### src/rtl/neuron_accumulator.sv
// neuron_accumulator
//   Sums N_INPUTS sign-magnitude Q5.10 products for one neuron on top of a
//   per-neuron bias. The sum is kept in a wide two's-complement accumulator.
//   The result is saturated and returned as sign-magnitude Q5.10 through a
//   valid/ready output handshake.
//   Optional feature macro: RELU_EN clamps negative sums to zero before the
//   output is formed. When it is not defined, signed results pass through.
module neuron_accumulator #(
    parameter int N_INPUTS = 16,
    parameter int ACC_W    = 24
) (
    input  logic        clk,
    input  logic        reset,
    input  logic        start,
    input  logic [15:0] bias,
    input  logic [15:0] prod_in,
    input  logic        prod_valid,
    output logic        in_ready,
    output logic        busy,
    output logic [15:0] out_data,
    output logic        out_valid,
    input  logic        out_ready
);

    localparam int              CNT_W    = $clog2(N_INPUTS + 1);
    localparam logic [CNT_W-1:0] LAST_IDX = CNT_W'(N_INPUTS - 1);

    typedef enum logic [1:0] {
        S_IDLE   = 2'd0,
        S_ACCUM  = 2'd1,
        S_FINISH = 2'd2,
        S_HOLD   = 2'd3
    } state_t;

    state_t                   state_q, state_d;
    logic signed [ACC_W-1:0]  acc_q, acc_d;
    logic [CNT_W-1:0]         count_q, count_d;
    logic [15:0]              out_data_q, out_data_d;
    logic                     out_valid_q, out_valid_d;

    // Sign-magnitude Q5.10 to accumulator width; -0 naturally maps to 0.
    function automatic logic signed [ACC_W-1:0] sm_to_acc(input logic [15:0] x);
        logic signed [ACC_W-1:0] mag;
        mag = signed'({{(ACC_W-15){1'b0}}, x[14:0]});
        return x[15] ? -mag : mag;
    endfunction

    // Optional rectification of the finished sum.
    function automatic logic signed [ACC_W-1:0] apply_relu(input logic signed [ACC_W-1:0] r);
`ifdef RELU_EN
        return (r < 0) ? '0 : r;
`else
        return r;
`endif
    endfunction

    // Saturate the magnitude to 15 bits and rebuild a sign-magnitude word.
    // The accumulator width bound keeps -r representable, so no wrap here.
    function automatic logic [15:0] acc_to_sm(input logic signed [ACC_W-1:0] r);
        logic             neg;
        logic [ACC_W-1:0] mag;
        neg = r[ACC_W-1];
        mag = neg ? unsigned'(-r) : unsigned'(r);
        if (mag > ACC_W'(15'h7FFF)) begin
            return {neg, 15'h7FFF};
        end
        return {neg, mag[14:0]};
    endfunction

    // Next-state and datapath updates for the four-state neuron sequence.
    always_comb begin
        state_d     = state_q;
        acc_d       = acc_q;
        count_d     = count_q;
        out_data_d  = out_data_q;
        out_valid_d = out_valid_q;
        case (state_q)
            S_IDLE: begin
                if (start) begin
                    acc_d   = sm_to_acc(bias);
                    count_d = '0;
                    state_d = S_ACCUM;
                end
            end
            S_ACCUM: begin
                if (prod_valid) begin
                    acc_d   = acc_q + sm_to_acc(prod_in);
                    count_d = count_q + CNT_W'(1);
                    if (count_q == LAST_IDX) begin
                        state_d = S_FINISH;
                    end
                end
            end
            S_FINISH: begin
                out_data_d  = acc_to_sm(apply_relu(acc_q));
                out_valid_d = 1'b1;
                state_d     = S_HOLD;
            end
            S_HOLD: begin
                if (out_ready) begin
                    out_valid_d = 1'b0;
                    if (start) begin
                        // Back-to-back neuron: skip IDLE, load the new bias now.
                        acc_d   = sm_to_acc(bias);
                        count_d = '0;
                        state_d = S_ACCUM;
                    end else begin
                        state_d = S_IDLE;
                    end
                end
            end
            default: state_d = S_IDLE;
        endcase
    end

    // State and datapath registers; reset aborts any neuron in flight.
    always_ff @(posedge clk or negedge reset) begin
        if (!reset) begin
            state_q     <= S_IDLE;
            acc_q       <= '0;
            count_q     <= '0;
            out_data_q  <= 16'h0000;
            out_valid_q <= 1'b0;
        end else begin
            state_q     <= state_d;
            acc_q       <= acc_d;
            count_q     <= count_d;
            out_data_q  <= out_data_d;
            out_valid_q <= out_valid_d;
        end
    end

    assign in_ready  = (state_q == S_ACCUM);
    assign busy      = (state_q != S_IDLE);
    assign out_data  = out_data_q;
    assign out_valid = out_valid_q;

endmodule

### config.mk
export PLATFORM = sky130hd
export DESIGN_NAME = neuron_accumulator
export DESIGN_NICKNAME = d
export VERILOG_FILES = /design/src/rtl/neuron_accumulator.sv
export SDC_FILE = /design/constraint.sdc
export NUM_CORES = 1
export LEC_CHECK = 0
export ABC_CLOCK_PERIOD_IN_PS = 2950
export BUFFER_PORTS_ARGS = -buffer_cell sky130_fd_sc_hd__buf_2
export CAP_MARGIN = 25
export CORE_AREA = 2 2 94 96
export DETAILED_ROUTE_END_ITERATION = 6
export DIE_AREA = 0 0 96 98
export PLACE_DENSITY_LB_ADDON = 0.3
export SLEW_MARGIN = 20
export SYNTH_ARGS = -nofsm -noshare
export SYNTH_HDL_FRONTEND = slang
export SYNTH_SLANG_ARGS = --single-unit
### constraint.sdc
create_clock -name clk -period 2.95 [get_ports clk]
set_clock_uncertainty 0.05 [all_clocks]
set_input_delay 0.1475 -clock clk [delete_from_list [all_inputs] [get_ports clk]]
set_output_delay 0.1475 -clock clk [all_outputs]
set_load 0.01 [all_outputs]
Word-level counts from Yosys, hierarchy flattened

Index checks and enable logic that the tools add are counted.

Add/subtract/negate cells: 5
Magnitude comparators: 1
Equality and inequality tests: 8
Multiplexer cells: 23
Reduce and logical (&&, ||, !) cells: 7

Operator list:

| cell                                                                              | count |
|---|---|
| 24-bit two-way mux                                                                | 6 |
| 24-bit case mux with 3 select lines                                               | 1 |
| 15-bit negator with 24-bit output                                                 | 2 |
| 16-bit two-way mux                                                                | 2 |
| 24-bit adder                                                                      | 1 |
| 24-bit by 15-bit greater-than comparator with 1-bit output, second input constant | 1 |
| 24-bit negator                                                                    | 1 |
| 5-bit two-way mux                                                                 | 3 |
| 5-bit case mux with 3 select lines                                                | 1 |
| 2-bit two-way mux                                                                 | 4 |
| 2-bit case mux with 4 select lines                                                | 1 |
| 2-bit != test, second input constant                                              | 3 |
| 5-bit by 1-bit adder with 5-bit output, second input constant                     | 1 |
| 5-bit by 4-bit == test with 1-bit output, second input constant                   | 1 |
| 2-bit == test, second input constant                                              | 2 |
| 1-bit two-way mux                                                                 | 4 |
| 4-bit AND reduction                                                               | 1 |
| 2-bit nonzero test                                                                | 2 |
| 3-bit AND reduction                                                               | 1 |
| 3-bit nonzero test                                                                | 1 |
| 2-bit by 1-bit == test with 1-bit output, second input constant                   | 1 |
| 2-bit zero test                                                                   | 1 |
| 2-bit by 1-bit != test with 1-bit output, second input constant                   | 1 |
| 1-bit case mux with 2 select lines                                                | 1 |
| 2-bit AND reduction                                                               | 1 |

Register bits: 48
Logic and storage cells: 49

Logic depth before layout (Yosys ltp)

Depth after elaboration: 6
Depth in mapped cells: 19
Mapped depth without buffers: 19

Worst setup path before layout

Ideal clock, no wire load.

Kind: input -> register
From: input prod_in[1]
To: register acc_q[23]
Library setup time: 0.071 ns
Data arrival time: 3.349 ns
Required time: 2.829 ns
Setup slack: -0.520 ns
Cell stages on the path: 14
Path buffers: 1
Path through: or3_1 -> or3_1 -> or3b_1 -> clkbuf_1 -> o21a_1 -> ha_1 -> a21o_1 -> a21o_1 -> a21oi_1 -> a21boi_0 -> a21boi_0 -> nor3_1 -> o31a_1 -> nor2_1

Cells in the longest elaborated chain, start to end: 5

Ends and longest elaborated chain:

| item                                  | line | text |
|---|---|---|
| start: declaration                    | 16   | `input logic [15:0] prod_in,` |
| 15-bit negator with 24-bit output     | 45   | `return x[15] ? -mag : mag;` |
| 24-bit two-way mux *                  | 45   |  |
| 24-bit adder *                        | 87   | `acc_d = acc_q + sm_to_acc(prod_in);` |
| 24-bit two-way mux *                  | 86   | `if (prod_valid) begin` |
| 24-bit case mux with 3 select lines * | 77   | `case (state_q)` |
| end signal: assignment                | 120  | `acc_q <= '0;` |
| end signal: assignment                | 126  | `acc_q <= acc_d;` |
| end: declaration                      | 36   | `logic signed [ACC_W-1:0] acc_q, acc_d;` |

Mark *: on every way between the ends. The rest lies on a longest branch, timed or not. The select of a mux whose other input is x is not followed.
A chain may end at the register's enable or synchronous reset.

Worst setup path in the final report

From: input prod_in[2]
To: register acc_q[23]

The elaborated chain is that of the path after synthesis.

==> qor.csv <==
stage,metric,value,unit
sta,tns,-2.26,ns
status,status,"finished, violations left",
synth,syn_nets,625,
synth,avgSynthCellArea,8.10,um2
setup_path,critical_path_required,3.10,ns
sta,setup_viol,24,
grt,grt_usage,0.268,
grt,antenna_found_initial,0,
placement,gp_congestion,0.932,
power,ir_drop,0.000393,V
die,dieArea,9410,um2
synth,synth_flop_cell,dfrtp_1,
clock_network,numCtsBuffers,5,
grt,grt_max_degree,50,
sta,rsz0062_at_grt,true,
layout,final_common_cell,buf_4,
layout,final_cells,791,
setup_path,r2r_slack,-0.08,ns
placement,place_area,5420,um2
clock_network,clkLatencyLatePin,0.30,ns
sta,period_share,1.08,
drt,drt-initial-drc-count,451,
clock_network,cts_tree,done,
drt,wl,13.1,mm
die,die_h,98,um
drt,vias,4741,
setup_path,cp.arrival,3.34,ns
clock_network,cts-root-buf,clkbuf_8,
die,core-area,8470,um2
drt,vias_per_cell,5.99,
sta,maxSlewViolCount,0,
drt,firstDrtPassIters,6,
sta,setup_ws,-0.239,ns
placement,port_buffers,55,
setup_path,startpoint_type,input pin,
sta,fin_crit,3.19,ns
clock_network,cts_buffer_depth,2,
drt,drcViolationCount,0,
clock_network,cts_sinks,48,
sta,fmaxAchievable,314,MHz
setup_path,cp-end-kind,register,
synth,yosys_warnings,0,
sta,relSlewSlack,0.390,
placement,dp_cells,764,
layout,n_antenna_cell,0,
setup_path,worstSetupPathType,in2reg,
drt,wl_per_cell,16.6,um
power,power_per_cell_area,980,nW/um2
grt,grt_first_pass_wirelength,20.6,mm
synth,synth_cell_types,67,
layout,drive_gt1_frac,0.344,
layout,layout.nets,756,
synth,synth_cells,551,
setup_path,crit_fanout,4,
drt,drtAntennaViolNets,0,
die,io_pins,56,
grt,overflow,0,
sta,hold_viol_final,0,
layout,final_area,6030,um2
sta,whs,0.148,ns
die,fp-row-count,34,
clock_network,h-tree-depth,2,
layout,final_cell_mix,"buf_4, nand2_1, buf_2, nor2_1, dfrtp_1",
synth,syn-cell-area,4470,um2
grt,grt_pass1_vias,4402,
clock_network,clk_pin_slew,0.10,ns
synth,ys_ff_latch,48,
synth,ys_seq_area_frac,0.269,
status,violations,negative setup slack,
layout,syn_to_final_growth,34.9,%
die,initial_core_util,0.527,
power,p_leak,0.00265,uW
job,cap_violations,0,
placement,post-dp-hpwl,9.25,mm
worst_hold_path,hold_class,in2reg,
die,die-width,96,um
synth,synth-edff-count,0,
sta,worst_pin_slew,0.914,ns
synth,async_flop_share,1.00,
-- state kept, by name, summed over array words and instances (netlist names) --
register	count
out_valid	1
count_q	5
out_data	16
state_q	2
acc_q	24
-- through the flow --
step | setup slack (ns) | total power (uW) | utilization
global route | -0.360 | 6350 | 0.712
global placement | -0.506 | 4590 | 0.637
CTS | -0.145 | 5450 | 0.677
floorplan | -0.297 | 3530 | -
detailed placement | -0.629 | 4750 | 0.640
finish | -0.239 | 5900 | 0.712
-- routing by layer --
metal,share of wire,global-route usage
met3,0.077,0.0347
met2,0.47,0.428
met4,0.026,0.0637
met5,0,0
met1,0.42,0.384
-- power by group --
part / internal (uW) / total [uW] / switching, uW
sequential: 876 / 1220 / 344
clock: 256 / 500 / 244
combinational: 1930 / 4180 / 2260
-- cell families (layout without fill, tap and decap cells) --
family | Yosys count | count (layout) | synth area share
compound gates | 168 | 168 | 0.238
xor+xnor | 52 | 52 | 0.102
fa+ha+maj | 37 | 37 | 0.105
buf+inv | 38 | 170 | 0.0429
flops | 48 | 48 | 0.269
mux | 8 | 8 | 0.0182
simple gates | 200 | 200 | 0.225
-- cell type report --
type	instances	area, um2
Multi-Input combinational cell	465	3480
Fill cell	634	2440
Sequential cell	48	1200
Timing Repair Buffer	147	1030
Tap cell	108	135
Clock buffer	5	68.8
Inverter	15	56.3
Clock inverter	3	46.3
-- cell usage after synthesis, types with 4 or more instances --
| library cell | instances | area [um2] |
|---|---|---|
| a21oi_1 | 39 | 195 |
| nand2b_1 | 4 | 25.0 |
| o22ai_1 | 6 | 37.5 |
| a21o_1 | 9 | 67.6 |
| inv_1 | 15 | 56.3 |
| nor4_1 | 6 | 37.5 |
| o21ai_0 | 49 | 245 |
| clkbuf_1 | 17 | 63.8 |
| a211oi_1 | 9 | 67.6 |
| o21a_1 | 10 | 75.1 |
| dfrtp_1 | 48 | 1200 |
| and2_1 | 4 | 25.0 |
| xnor2_1 | 26 | 228 |
| nand2_1 | 69 | 259 |
| a21boi_0 | 4 | 30.0 |
| nor3_1 | 14 | 70.1 |
| o31ai_1 | 16 | 120 |
| mux2i_1 | 7 | 70.1 |
| nor2_1 | 51 | 191 |
| ha_1 | 36 | 450 |
| nand3_1 | 12 | 60.1 |
| xor2_1 | 26 | 228 |
| or3_1 | 6 | 37.5 |
-- worst max-delay path: stages --
cell	delay [ns]
buf_6	0.09
or3_4	0.38
buf_4	0.15
o31ai_4	0.20
xnor2_2	0.14
ha_1	0.23
buf_4	0.13
o21ai_0	0.12
a21oi_1	0.25
a31oi_1	0.16
buf_4	0.18
o31ai_4	0.37
buf_4	0.19
a21boi_4	0.06
buf_4	0.14
nand4b_1	0.17
a31oi_1	0.15
nor2_1	0.07
-- path summary, 6_finish.rpt --
check | to | from | cells after the start
max in group asynchronous | count_q[0] | reset | 3
max reg2reg | out_data[1] | acc_q[8] | 11
min | state_q[0] | start | 3
max | acc_q[23] | prod_in[2] | 18
min reg2reg | count_q[2] | count_q[2] | 1
min in group asynchronous | out_data[3] | reset | 2
-- what timing repair did --
action                                  4_1_cts  5_1_grt
endpoints found under the setup margin       25       27
hold buffers                                  2        0
gates cloned                                  0        1
hold endpoints to repair                     29        0
pin swaps                                    24       28
gates resized for setup                      21       44
buffers inserted                              9        8
Power figures use the tool's default switching activity.
